<file path="config.mk">
export PLATFORM = sky130hd
export DESIGN_NAME = pipe_stage_reg
export DESIGN_NICKNAME = d
export VERILOG_FILES = /design/src/rtl/pipe_stage_reg.sv
export SDC_FILE = /design/constraint.sdc
export NUM_CORES = 1
export LEC_CHECK = 0
export BUFFER_PORTS_ARGS = -buffer_cell sky130_fd_sc_hd__buf_2
export CAP_MARGIN = 0
export CORE_ASPECT_RATIO = 0.8
export CORE_MARGIN = 4
export CORE_UTILIZATION = 58
export DETAILED_ROUTE_END_ITERATION = 8
export PLACE_DENSITY = 0.95
export SKIP_LAST_GASP = 1
export SYNTH_ARGS = -nofsm -noshare
export SYNTH_HDL_FRONTEND = slang
export SYNTH_SLANG_ARGS = --single-unit
</file>
<file path="constraint.sdc">
create_clock -name clk -period 3.2 [get_ports clk]
set_clock_uncertainty 0.05 [all_clocks]
set_input_delay 0.48 -clock clk [delete_from_list [all_inputs] [get_ports clk]]
set_output_delay 0.48 -clock clk [all_outputs]
set_load 0.02 [all_outputs]
</file>
<file path="src/rtl/pipe_stage_reg.sv">
// Parametrised pipeline stage register with valid/ready handshake, 2-entry skid buffer
// and per-thread selective flush. Define PIPE_STATS_EN to add stall/flush counters.
module pipe_stage_reg #(
   parameter int DATA_W   = 64,
   parameter int ADDR_W   = 64,
   parameter int DEST_W   = 5,
   parameter int WB_W     = 2,
   parameter int NTHREADS = 4,
   parameter int TID_W    = (NTHREADS > 1) ? $clog2(NTHREADS) : 1
) (
   input  logic                clk,
   input  logic                rst,
   input  logic                in_valid,
   output logic                in_ready,
   input  logic                in_mem_ctrl,
   input  logic [WB_W-1:0]     in_wb_ctrl,
   input  logic [DATA_W-1:0]   in_data,
   input  logic [ADDR_W-1:0]   in_addr,
   input  logic [DEST_W-1:0]   in_dest,
   input  logic [TID_W-1:0]    in_tid,
   output logic                out_valid,
   input  logic                out_ready,
   output logic                out_mem_ctrl,
   output logic [WB_W-1:0]     out_wb_ctrl,
   output logic [DATA_W-1:0]   out_data,
   output logic [ADDR_W-1:0]   out_addr,
   output logic [DEST_W-1:0]   out_dest,
   output logic [TID_W-1:0]    out_tid,
   input  logic                flush_en,
   input  logic [NTHREADS-1:0] flush_mask
`ifdef PIPE_STATS_EN
   ,
   input  logic                stat_clr,
   output logic [31:0]         stat_stall,
   output logic [31:0]         stat_flush
`endif
);

   localparam int BEAT_W = 1 + WB_W + DATA_W + ADDR_W + DEST_W + TID_W;

   logic [BEAT_W-1:0] m_beat_reg, s_beat_reg, in_beat;
   logic              m_v_reg, s_v_reg, in_ready_reg;
   logic              m_v_next, s_v_next;
   logic              m_load_s, m_load_in, s_load_in;
   logic [TID_W-1:0]  m_tid, s_tid;
   logic              kill_m, kill_s, kill_in;
   logic              acc, acc_live, m_free;

   assign in_beat = {in_mem_ctrl, in_wb_ctrl, in_data, in_addr, in_dest, in_tid};
   assign m_tid   = m_beat_reg[TID_W-1:0];
   assign s_tid   = s_beat_reg[TID_W-1:0];

   assign kill_m  = flush_en & flush_mask[m_tid];
   assign kill_s  = flush_en & flush_mask[s_tid];
   assign kill_in = flush_en & flush_mask[in_tid];

   assign in_ready  = in_ready_reg;
   assign acc       = in_valid & in_ready_reg;
   assign acc_live  = acc & ~kill_in;
   assign out_valid = m_v_reg & ~kill_m;
   // A killed main entry frees the slot even though it never transfers downstream.
   assign m_free    = ~m_v_reg | (out_ready & out_valid) | kill_m;

   assign {out_mem_ctrl, out_wb_ctrl, out_data, out_addr, out_dest, out_tid} = m_beat_reg;

   always_comb begin
      m_v_next  = m_v_reg;
      s_v_next  = s_v_reg;
      m_load_s  = 1'b0;
      m_load_in = 1'b0;
      s_load_in = 1'b0;
      if (m_free && s_v_reg && !kill_s) begin
         m_v_next  = 1'b1;
         m_load_s  = 1'b1;
         s_v_next  = acc_live;
         s_load_in = acc_live;
      end else if (m_free) begin
         m_v_next  = acc_live;
         m_load_in = acc_live;
         s_v_next  = 1'b0;
      end else begin
         if (kill_s)
            s_v_next = 1'b0;
         if (acc_live) begin
            s_v_next  = 1'b1;
            s_load_in = 1'b1;
         end
      end
   end

   always_ff @(posedge clk or negedge rst) begin
      if (!rst) begin
         m_v_reg      <= 1'b0;
         s_v_reg      <= 1'b0;
         in_ready_reg <= 1'b1;
         m_beat_reg   <= '0;
         s_beat_reg   <= '0;
      end else begin
         m_v_reg      <= m_v_next;
         s_v_reg      <= s_v_next;
         // Registered copy of !s_v: a full skid entry blocks input from the next cycle on.
         in_ready_reg <= ~s_v_next;
         if (m_load_s)
            m_beat_reg <= s_beat_reg;
         else if (m_load_in)
            m_beat_reg <= in_beat;
         if (s_load_in)
            s_beat_reg <= in_beat;
      end
   end

`ifdef PIPE_STATS_EN
   logic [31:0] stat_stall_reg, stat_flush_reg;
   logic [32:0] stall_sum, flush_sum;
   logic [1:0]  flush_inc;
   logic        stall_inc;

   assign stall_inc = out_valid & ~out_ready;
   assign flush_inc = 2'(m_v_reg & kill_m) + 2'(s_v_reg & kill_s) + 2'(acc & kill_in);
   assign stall_sum = {1'b0, stat_stall_reg} + 33'(stall_inc);
   assign flush_sum = {1'b0, stat_flush_reg} + 33'(flush_inc);

   always_ff @(posedge clk or negedge rst) begin
      if (!rst) begin
         stat_stall_reg <= '0;
         stat_flush_reg <= '0;
      end else if (stat_clr) begin
         stat_stall_reg <= '0;
         stat_flush_reg <= '0;
      end else begin
         stat_stall_reg <= stall_sum[32] ? 32'hFFFF_FFFF : stall_sum[31:0];
         stat_flush_reg <= flush_sum[32] ? 32'hFFFF_FFFF : flush_sum[31:0];
      end
   end

   assign stat_stall = stat_stall_reg;
   assign stat_flush = stat_flush_reg;
`endif

endmodule

</file>
== Word-level counts from Yosys, hierarchy flattened ==
Index checks and enable logic that the tools add are counted.
Storage, ports and cells
  logic and storage cells: 46
  register bits after elaboration: 279
  output and inout port bits: 140
  bits of input ports: 147
Operators by class
  muxes and demuxes: 20
  bitwise gates (word level): 13
  magnitude comparators: 3
  reductions and logical operators: 5
Operators with widths (number)
  138-bit 2-to-1 mux: 2
  1-bit 2-to-1 mux: 15
  2-bit by 3-bit less-than comparator with 1-bit output (second input constant): 3
  1-bit bitwise AND: 7
  1-bit binary-select mux with 2-bit select: 3
  1-bit NOT: 4
  2-bit nonzero test: 2
  1-bit logical AND: 2
  1-bit OR: 2
  1-bit zero test: 1

== Depth between registers and ports, before layout ==
Gate-level depths: netlist (run 1).
  depth in word-level cells: 13
  depth in mapped cells: 7
  gate-level depth less buffers: 5

== Least setup slack after synthesis (run 1) ==
No wires, ideal clock.
  kind: register to register
  start point: reg m_beat_reg[0]
  end point: reg m_beat_reg[76]
  slack: 1.131 ns
  library setup time: 0.126 ns
  period minus slack after synthesis: 2.069 ns
  arrival time: 1.893 ns
  stages on the path, launching flop included: 8
  data required time: 3.024 ns
  path buffers: 2
  cell sequence: dfrtp_1 > mux2i_1 > o31ai_2 > or3_4 > buf_6 > buf_6 > and3_1 > a221o_1
On the way
  cells in the longest elaborated chain, start to end: 12
  elaborated cells between the ends (all ways): 15
  classes of those cells: 6 x mux; 6 x bitwise; 3 x reduce/logical
RTL lines
  start: declaration: line 41  | logic [BEAT_W-1:0] m_beat_reg, s_beat_reg, in_beat;
  start signal: assignment: line 104  | m_beat_reg <= s_beat_reg;
  start signal: assignment: line 106  | m_beat_reg <= in_beat;
  1-bit binary-select mux with 2-bit select *: line 53  | assign kill_m = flush_en & flush_mask[m_tid];
  1-bit 2-to-1 mux (implied by the code) *: line 53
  1-bit bitwise AND *: line 53
  1-bit NOT: line 60  | assign out_valid = m_v_reg & ~kill_m;
  1-bit bitwise AND: line 60
  1-bit bitwise AND: line 62  | assign m_free = ~m_v_reg | (out_ready & out_valid) | kill_m;
  1-bit OR: line 62
  1-bit OR *: line 62
  1-bit logical AND (2 in a row): line 72  | if (m_free && s_v_reg && !kill_s) begin
  1-bit 2-to-1 mux: line 72
  138-bit 2-to-1 mux or 2-bit nonzero test (tied branches)
Mark *: on every way between the ends. The rest lies on a longest branch, timed or not. The select of a mux whose other input is x is not followed.
A chain may end at the register's enable or synchronous reset.

== Worst setup path after layout (run 1) ==
  start point: reg s_beat_reg[0]
  end point: reg m_beat_reg[83]
On the way
  cells in the longest elaborated chain, start to end: 7
  elaborated cells between the ends (all ways): 9
  classes of those cells: 5 x mux; 1 x bitwise; 3 x reduce/logical
RTL lines
  start: declaration: line 41
  start signal: assignment: line 108  | s_beat_reg <= in_beat;
  1-bit binary-select mux with 2-bit select *: line 54  | assign kill_s = flush_en & flush_mask[s_tid];
  1-bit 2-to-1 mux (implied by the code) *: line 54
  1-bit bitwise AND *: line 54
  1-bit zero test *: line 72
  1-bit logical AND *: line 72
  1-bit 2-to-1 mux: line 72
  138-bit 2-to-1 mux or 2-bit nonzero test (tied branches)
Marks and branches as above.

==> results of run 1 <==
-- through the flow --
stage | util | worst slack (ps) | instances | total power, mW | instance area, sq um
2_1_floorplan | - | 1130 | 801 | 9.63 | 11600
3_3_place_gp | 0.665 | 700 | 1301 | 11.1 | 13200
3_5_place_dp | 0.665 | 604 | 1301 | 11.5 | 13200
4_1_cts | 0.710 | 734 | 1349 | 14.8 | 14100
5_1_grt | 0.710 | 564 | 1349 | 15.4 | 14100
6_report | 0.710 | 616 | 1349 | 14.7 | 14100
-- cell families after synthesis --
logic type | after synthesis | synth area share
simple gates | 153 | 0.0832
flops | 279 | 0.599
buf+inv | 77 | 0.0536
mux | 145 | 0.139
compound gates | 147 | 0.124
-- area by class of cell --
| class | count | area, sq um |
|---|---|---|
| repair buffers | 312 | 1790 |
| fillers | 1297 | 5730 |
| flip-flops and latches | 279 | 6980 |
| multi-input cells | 445 | 4070 |
| well taps | 264 | 330 |
| clock inverters | 13 | 156 |
| inverters | 2 | 7.51 |
| clock buffers | 34 | 732 |
-- power groups by stage --
stage / Combinational (mW) / Clock (mW) / Sequential [mW]
final: 5.16 / 3.19 / 6.33
after global routing: 5.53 / 3.38 / 6.49
after CTS: 5.21 / 3.25 / 6.30
after detailed placement: 5.19 / 0 / 6.30
after global placement: 4.92 / 0 / 6.18
after floorplan: 2.56 / 0 / 7.07
-- cell usage in the layout (no fill, tap or decap), drive strengths merged --
cell,n
a221o,137
or3,2
clkbuf,34
o221a,1
nand3,1
dfstp,1
and3,137
o221ai,1
inv,3
a21boi,1
o31ai,1
dfrtp,278
o21ai,5
nor4,1
clkinvlp,2
mux2i,7
a22oi,1
nand2,3
clkinv,7
bufinv,3
dlygate4sd3,1
mux2,138
buf,311
nor2,4
nand2b,1
nor3,4
-- path summary, 6_finish.rpt --
| kind | from | to | slack (ps) |
|---|---|---|---|
| min in group asynchronous | rst | m_beat_reg[13] | 490 |
| max reg2reg | s_beat_reg[0] | m_beat_reg[83] | 620 |
| max | s_beat_reg[0] | m_beat_reg[83] | 620 |
| max in group asynchronous | rst | in_ready | 1790 |
| min | in_addr[43] | s_beat_reg[50] | 120 |
| min reg2reg | s_beat_reg[134] | s_beat_reg[134] | 440 |
-- metal layers --
metal / track usage / vias up
li1: - / 3634
met1: 0.354 / 4321
met2: 0.444 / 420
met3: 0.0708 / 86
met4: 0.0777 / 6
met5: 0 / -
-- what timing repair did --
| item | CTS | global route |
|---|---|---|
| hold buffers | 1 | 0 |
| setup endpoints to repair | 0 | 0 |
| hold endpoints to repair | 74 | 0 |
-- critical path: stages, from the launching register on --
cell and delay, ps:
dfrtp_1 420, mux2i_1 350, o221ai_1 310, nor2_4 460, buf_12 440, a221o_1 270
==> impl_metrics.env, run 1 <==
export IMPL_post_cts_buffers=0
export IMPL_ant_nets=0
export IMPL_p_leak_nw=7.14
export IMPL_seqPwrFrac=0.431
export IMPL_switching_power_mw=5.32
export IMPL_drt_initial_drc_count=724
export IMPL_core_area_sq_um=19800
export IMPL_overflow=0
export IMPL_final_hold_violation_count=0
export IMPL_hold_class="in2reg"
export IMPL_fin_crit_ps=2580
export IMPL_irDropWorstVdd_mv=0.613
export IMPL_worstMarginPinSlew_ps=780
export IMPL_syn_nets=948
export IMPL_ys_ff_latch=279
export IMPL_ioPinCount=287
export IMPL_cp_data_arrival_time_ps=2980
export IMPL_hold_slack_ps=116
export IMPL_synth_top_area_share=0.597
export IMPL_gp_congestion=0.840
export IMPL_internal_power_mw=9.37
export IMPL_cp_max_fo=124
export IMPL_setup_viol=0
export IMPL_cts_tree="yes"
export IMPL_cap_violations=0
export IMPL_yosys_area_top_type="dfrtp_1"
export IMPL_cts_buffers=27
export IMPL_die_area_sq_um=22400
export IMPL_status="completed"
export IMPL_cts_sinks=279
export IMPL_power_density_nw_per_um2=1040
export IMPL_holdPathStages=2
export IMPL_p_comb_frac=0.352
export IMPL_fmax_mhz=387
export IMPL_end_kind="register"
export IMPL_wl_met2_mm=14.8
export IMPL_dp_hpwl_mm=20.1
export IMPL_syn_area_sq_um=11600
export IMPL_wl_met3_mm=2.45
export IMPL_antennaDiodeCount=0
export IMPL_ctsResizeCount=0
export IMPL_synthCells=801
export IMPL_vias_per_cell=6.28
export IMPL_antenna_found_initial=3
export IMPL_num_rows=46
export IMPL_fin_tns_setup_ps=0
export IMPL_synth_edf_count=0
export IMPL_wl_per_cell_um=22.7
export IMPL_period_share=0.807
export IMPL_vias=8467
export IMPL_maxUsedRoutingLayer="met5"
export IMPL_clockRootBuffer="clkbuf_16"
export IMPL_syn_to_final_growth_pct=20.8
export IMPL_die_h_um=135
export IMPL_h_tree_depth=1
export IMPL_die_w_um=166
export IMPL_path_clk_slew_ps=60
export IMPL_drt_met1_wl_mm=12.3
export IMPL_insertion_delay_ps=530
export IMPL_synthDistinctLibCells=30
export IMPL_grt_pass1_vias=8981
export IMPL_switching_share=0.362
export IMPL_yosys_warnings=0
export IMPL_synth_most_common_cell="dfrtp_1"
export IMPL_drt_wl_total_mm=30.6
export IMPL_nets=1214
export IMPL_grt_total_usage=0.268
export IMPL_initial_core_util=0.588
export IMPL_slew_viol_final=0
export IMPL_drive_above_1_share=0.335
export IMPL_clkPwrFrac=0.217
export IMPL_portBuffers=286
export IMPL_seq_area_frac_synth=0.599
export IMPL_synth_main_ff_cell="dfrtp_1"
export IMPL_rsz0062_at_grt="false"
export IMPL_crit_required_ps=3600
export IMPL_grt_pass1_wl_mm=49.0
export IMPL_async_flop_share=1.00
export IMPL_startpoint_type="register"
export IMPL_drtPass1Iterations=5
export IMPL_drcViolationCount=0
export IMPL_crit_type="reg2reg"
export IMPL_avgSynthCellArea_sq_um=14.5
export IMPL_grt_max_degree=125
export IMPL_slew_headroom=0.480
export IMPL_reg2reg_depth=5
export IMPL_clockBufferDepth=3
export IMPL_synth_area_top_cells="dfrtp_1 (60%), mux2_1 (13%), a221o_1 (12%)"
export IMPL_ys_top_cells_by_count="dfrtp_1 (278), mux2_1 (138), a221o_1 (137), and3_1 (137), buf_6 (39)"
Note: power is estimated with default switching activity, not from simulation.
==> run 2: changes to the inputs <==
Settings changed: CORE_UTILIZATION 58 to 53, PLACE_DENSITY 0.95 to 0.89.
Clock period 3.2 ns to 2.67 ns, I/O delays scaled along.
==> run 2 against run 1 <==
Die area is 8.9% higher. Non-clock buffer count is 4 lower. Global-route usage down 3.3 points. Largest cell class unchanged. Largest power group unchanged.
==> impl_metrics.env, run 2 (synthesis results as in run 1) <==
export IMPL_status="completed"
export IMPL_period_share=0.899
export IMPL_worstMarginPinSlew_ps=697
export IMPL_irDropWorstVdd_mv=0.701
export IMPL_slew_viol_final=0
export IMPL_final_hold_violation_count=0
export IMPL_drtPass1Iterations=5
export IMPL_cts_sinks=279
export IMPL_fmax_mhz=417
export IMPL_holdPathStages=2
export IMPL_fin_tns_setup_ps=0
export IMPL_regToRegEndpoint="m_beat_reg[30]"
export IMPL_power_density_nw_per_um2=1240
export IMPL_vias=8341
export IMPL_use_met3=0.0710
export IMPL_insertion_delay_ps=520
export IMPL_h_tree_depth=1
export IMPL_startpoint_type="register"
export IMPL_finalWorstSetupSlack_ps=271
export IMPL_ant_nets=0
export IMPL_clockRootBuffer="clkbuf_16"
export IMPL_crit_required_ps=3080
export IMPL_grt_pass1_vias=8700
export IMPL_drt_wl_total_mm=29.3
export IMPL_wl_per_cell_um=21.5
export IMPL_rsz0062_at_grt="false"
export IMPL_cp_max_fo=62
export IMPL_die_h_um=141
export IMPL_final_common_cell="buf_2"
export IMPL_timing_rr_start="m_beat_reg[0]"
export IMPL_holdPathEnd="s_beat_reg[49]"
export IMPL_die_area_sq_um=24400
export IMPL_syn_to_final_growth_pct=20.9
export IMPL_hold_class="in2reg"
export IMPL_dp_hpwl_mm=19.0
export IMPL_core_area_sq_um=21600
export IMPL_reg2reg_depth=6
export IMPL_portBuffers=286
export IMPL_ioPinCount=287
export IMPL_grt_total_usage=0.235
export IMPL_grt_use_met1=0.303
export IMPL_grt_util_met2=0.389
export IMPL_slew_headroom=0.535
export IMPL_rrSetupSlack_ps=270
export IMPL_vias_per_cell=6.13
export IMPL_cp_data_arrival_time_ps=2810
export IMPL_num_rows=48
export IMPL_antenna_found_initial=6
export IMPL_cts_buffers=28
export IMPL_drcViolationCount=0
export IMPL_p_leak_nw=7.14
export IMPL_nets=1211
export IMPL_utilization=0.651
export IMPL_cap_violations=0
export IMPL_grt_max_degree=77
export IMPL_drive_above_1_share=0.331
export IMPL_most_common_layout_cells="buf_2 (285), dfrtp_1 (278), mux2_1 (138)"
export IMPL_setup_viol=0
export IMPL_overflow=0
export IMPL_hold_path_startpoint="in_addr[42]"
export IMPL_hold_slack_ps=43.4
export IMPL_die_w_um=174
export IMPL_num_fill_cells=1533
export IMPL_fin_crit_ps=2400
export IMPL_initial_core_util=0.539
export IMPL_clockBufferDepth=3
export IMPL_path_clk_slew_ps=60
export IMPL_crit_type="reg2reg"
export IMPL_preCtsSetupSlack_ps=265
export IMPL_cts_tree="yes"
export IMPL_busiest_layer="met2"
export IMPL_end_kind="register"
export IMPL_drt_initial_drc_count=598
export IMPL_grt_pass1_wl_mm=47.3
export IMPL_gp_congestion=0.789
==> run 2: changes by cell type in the layout (fill, tap and decap cells not counted), sizes merged <==
| cell | delta |
|---|---|
| bufinv | -2 |
| diode | +2 |
| clkbuf | +9 |
| buf | -4 |
| clkinv | -3 |
| clkinvlp | -2 |
==> run 2: critical path, cell delays in order (launching register included) <==
cell,delay [ps]
dfrtp_1,430
mux2i_1,280
o31ai_2,100
or3_4,470
o21ai_4,110
buf_4,570
a221o_1,280
==> run 2: worst max path at each step <==
| stage | start | endpoint | slack (ps) |
|---|---|---|---|
| 2_1_floorplan | m_beat_reg[0] | m_beat_reg[76] | 600 |
| 3_3_place_gp | flush_mask[3] | m_beat_reg[41] | 320 |
| 3_5_place_dp | flush_mask[3] | m_beat_reg[30] | 260 |
| 4_1_cts | m_beat_reg[0] | m_beat_reg[16] | 260 |
| 5_1_grt | m_beat_reg[0] | m_beat_reg[72] | 150 |
| 6_report | m_beat_reg[0] | m_beat_reg[30] | 270 |
==> run 2: final cells by class <==
cell class / instances / area [sq um] / share of cell area
multi-input cells: 445 / 4070 / 0.289
inverters: 2 / 7.51 / 0.000533
diodes: 2 / 5.00 / 0.000355
flip-flops and latches: 279 / 6980 / 0.496
repair buffers: 308 / 1770 / 0.126
clock inverters: 6 / 62.6 / 0.00444
clock buffers: 43 / 838 / 0.0595
well taps: 275 / 344 / 0.0244
==> run 2: power by group <==
| part | switching (mW) | internal, mW |
|---|---|---|
| sequential | 1.23 | 6.31 |
| clock | 1.57 | 2.25 |
| combinational | 3.43 | 2.68 |
==> run 2: timing repair <==
action                                  4_1_cts  5_1_grt
setup buffers                                 0        0
gates resized for setup                       0        0
hold buffers                                  1        0
endpoints found under the setup margin        0        0
endpoints found under the hold margin        59        0
==> run 2: per-layer routing <==
layer / wire, um / up-vias
met2: 14200 / 395
met1: 11400 / 4230
met4: 879 / 8
met3: 2650 / 73
li1: - / 3635
met5: 50 / -
==> run 2: metrics by stage <==
step	cells	total power, mW	instance area [sq um]
final	1360	17.5	14100
after floorplan	801	11.5	11600
after detailed placement	1308	13.7	13200
after global placement	1308	13.3	13200
after CTS	1358	17.6	14100
after global routing	1360	18.4	14100
==> run 3: changes to the inputs <==
Settings changed: RECOVER_POWER set to 100.
==> run 3 against run 2 <==
Die area stayed put. Critical path depth stayed put. Flip-flop and latch count stayed put. Register-to-register slack worse by 60 ps. Non-clock buffer count stayed put. The run now ends with max-capacitance violations, max-slew violations left. Largest cell class unchanged. Setup slack worse by 64 ps. Final cell count stayed put. Combinational power is 5.1% lower. Highest routed layer unchanged. Routed wire length is 0.17% higher. First-iteration DRC count is 2.3% lower. Sequential power hardly changed. Count of clock-buffer cells in the layout stayed put. Critical path type unchanged.
==> impl_metrics.env, run 3 (synthesis results as in run 1) <==
export IMPL_post_dp_cell_area_sq_um=13200
export IMPL_multi_input_area_sq_um=4070
export IMPL_h_tree_depth=1
export IMPL_ioPinCount=287
export IMPL_wl_per_cell_um=21.6
export IMPL_cts_hold_buf=1
export IMPL_cts_tree="yes"
export IMPL_grt_pass1_vias=8700
export IMPL_slew_viol_final=65
export IMPL_most_common_layout_cells="dfrtp_1 (278), clkbuf_1 (149), buf_2 (145)"
export IMPL_fin_tns_setup_ps=0
export IMPL_initial_core_util=0.539
export IMPL_grt_pass1_wl_mm=47.3
export IMPL_crit_type="reg2reg"
export IMPL_drt_initial_drc_count=584
export IMPL_irDropWorstVdd_mv=0.685
export IMPL_fmax_mhz=406
export IMPL_cap_violations=1
export IMPL_die_area_sq_um=24400
export IMPL_violations="max-capacitance violations, max-slew violations"
export IMPL_die_h_um=141
export IMPL_cts_buffers=28
export IMPL_overflow=0
export IMPL_die_w_um=174
export IMPL_syn_to_final_growth_pct=18.9
export IMPL_drtPass1Iterations=5
export IMPL_setup_viol=0
export IMPL_vias_per_cell=6.13
export IMPL_rsz0062_at_grt="false"
export IMPL_gp_congestion=0.789
export IMPL_insertion_delay_ps=520
export IMPL_final_common_cell="dfrtp_1"
export IMPL_p_leak_nw=6.66
export IMPL_crit_required_ps=3080
export IMPL_vias=8333
export IMPL_drt_wl_total_mm=29.3
export IMPL_clockRootBuffer="clkbuf_16"
export IMPL_clockBufferDepth=3
export IMPL_post_cts_buffers=0
export IMPL_cts_sinks=279
export IMPL_core_area_sq_um=21600
export IMPL_finalPower_mw=17.2
export IMPL_startpoint_type="register"
export IMPL_path_clk_slew_ps=60
export IMPL_grt_max_degree=77
export IMPL_cp_max_fo=62
export IMPL_nets=1211
export IMPL_ant_nets=0
export IMPL_drcViolationCount=0
export IMPL_num_rows=48
export IMPL_dp_hpwl_mm=19.0
export IMPL_finalWorstSetupSlack_ps=207
export IMPL_status="complete, but fails checks"
export IMPL_fin_crit_ps=2460
export IMPL_regArea_sq_um=6980
export IMPL_antenna_found_initial=6
export IMPL_period_share=0.923
export IMPL_num_fill_cells=1631
export IMPL_end_kind="register"
export IMPL_final_cell_area_sq_um=13800
export IMPL_power_density_nw_per_um2=1240
export IMPL_slew_headroom=-0.124
export IMPL_cp_data_arrival_time_ps=2870
export IMPL_ctsResizeCount=0
export IMPL_hold_class="in2reg"
export IMPL_drive_above_1_share=0.200
export IMPL_final_hold_violation_count=0
export IMPL_preCtsSetupSlack_ps=265
export IMPL_worstMarginPinSlew_ps=1690
export IMPL_portBuffers=286
export IMPL_grt_total_usage=0.235
-- run 3: path summary, 6_finish.rpt --
path | start | end | slack (ps) | depth (start not counted)
max in group asynchronous | rst | m_beat_reg[66] | 450 | 3
min in group asynchronous | rst | s_beat_reg[17] | 790 | 2
setup / recovery | m_beat_reg[0] | m_beat_reg[30] | 210 | 6
setup reg to reg | m_beat_reg[0] | m_beat_reg[30] | 210 | 6
hold reg to reg | s_beat_reg[29] | s_beat_reg[29] | 440 | 1
hold / removal | in_addr[42] | s_beat_reg[49] | 40 | 2
-- run 3: worst max-delay path, stage by stage, from the launching register on --
cell	delay [ps]
dfrtp_1	430
mux2i_1	280
o31ai_2	100
or3_4	470
o21ai_4	100
clkbuf_4	640
a221o_1	280
-- run 3: final cells by class --
cell class / count / area share
diodes: 2 / 0.000362
clock buffers: 43 / 0.0606
clock inverters: 6 / 0.00452
multi-input cells: 445 / 0.294
well taps: 275 / 0.0249
repair buffers: 308 / 0.111
flip-flops and latches: 279 / 0.504
inverters: 2 / 0.000542
-- run 3: report_power, final --
part / switching (mW) / total, mW / internal, mW
Clock: 1.56 / 3.81 / 2.25
Combinational: 3.43 / 5.80 / 2.37
Sequential: 1.26 / 7.57 / 6.31
-- run 3: layer usage --
metal,part of all wire,global-route usage
met4,0.031,0.0687
met2,0.49,0.389
met5,0.0017,0
met1,0.39,0.303
met3,0.089,0.0710
-- run 3: stage by stage --
stage | cells | hold WS [ps] | util
6_report | 1360 | 44.5 | 0.640
3_3_place_gp | 1308 | 338 | 0.609
3_5_place_dp | 1308 | 339 | 0.609
5_1_grt | 1360 | 20.9 | 0.640
2_1_floorplan | 801 | 54.9 | -
4_1_cts | 1358 | 18.3 | 0.651
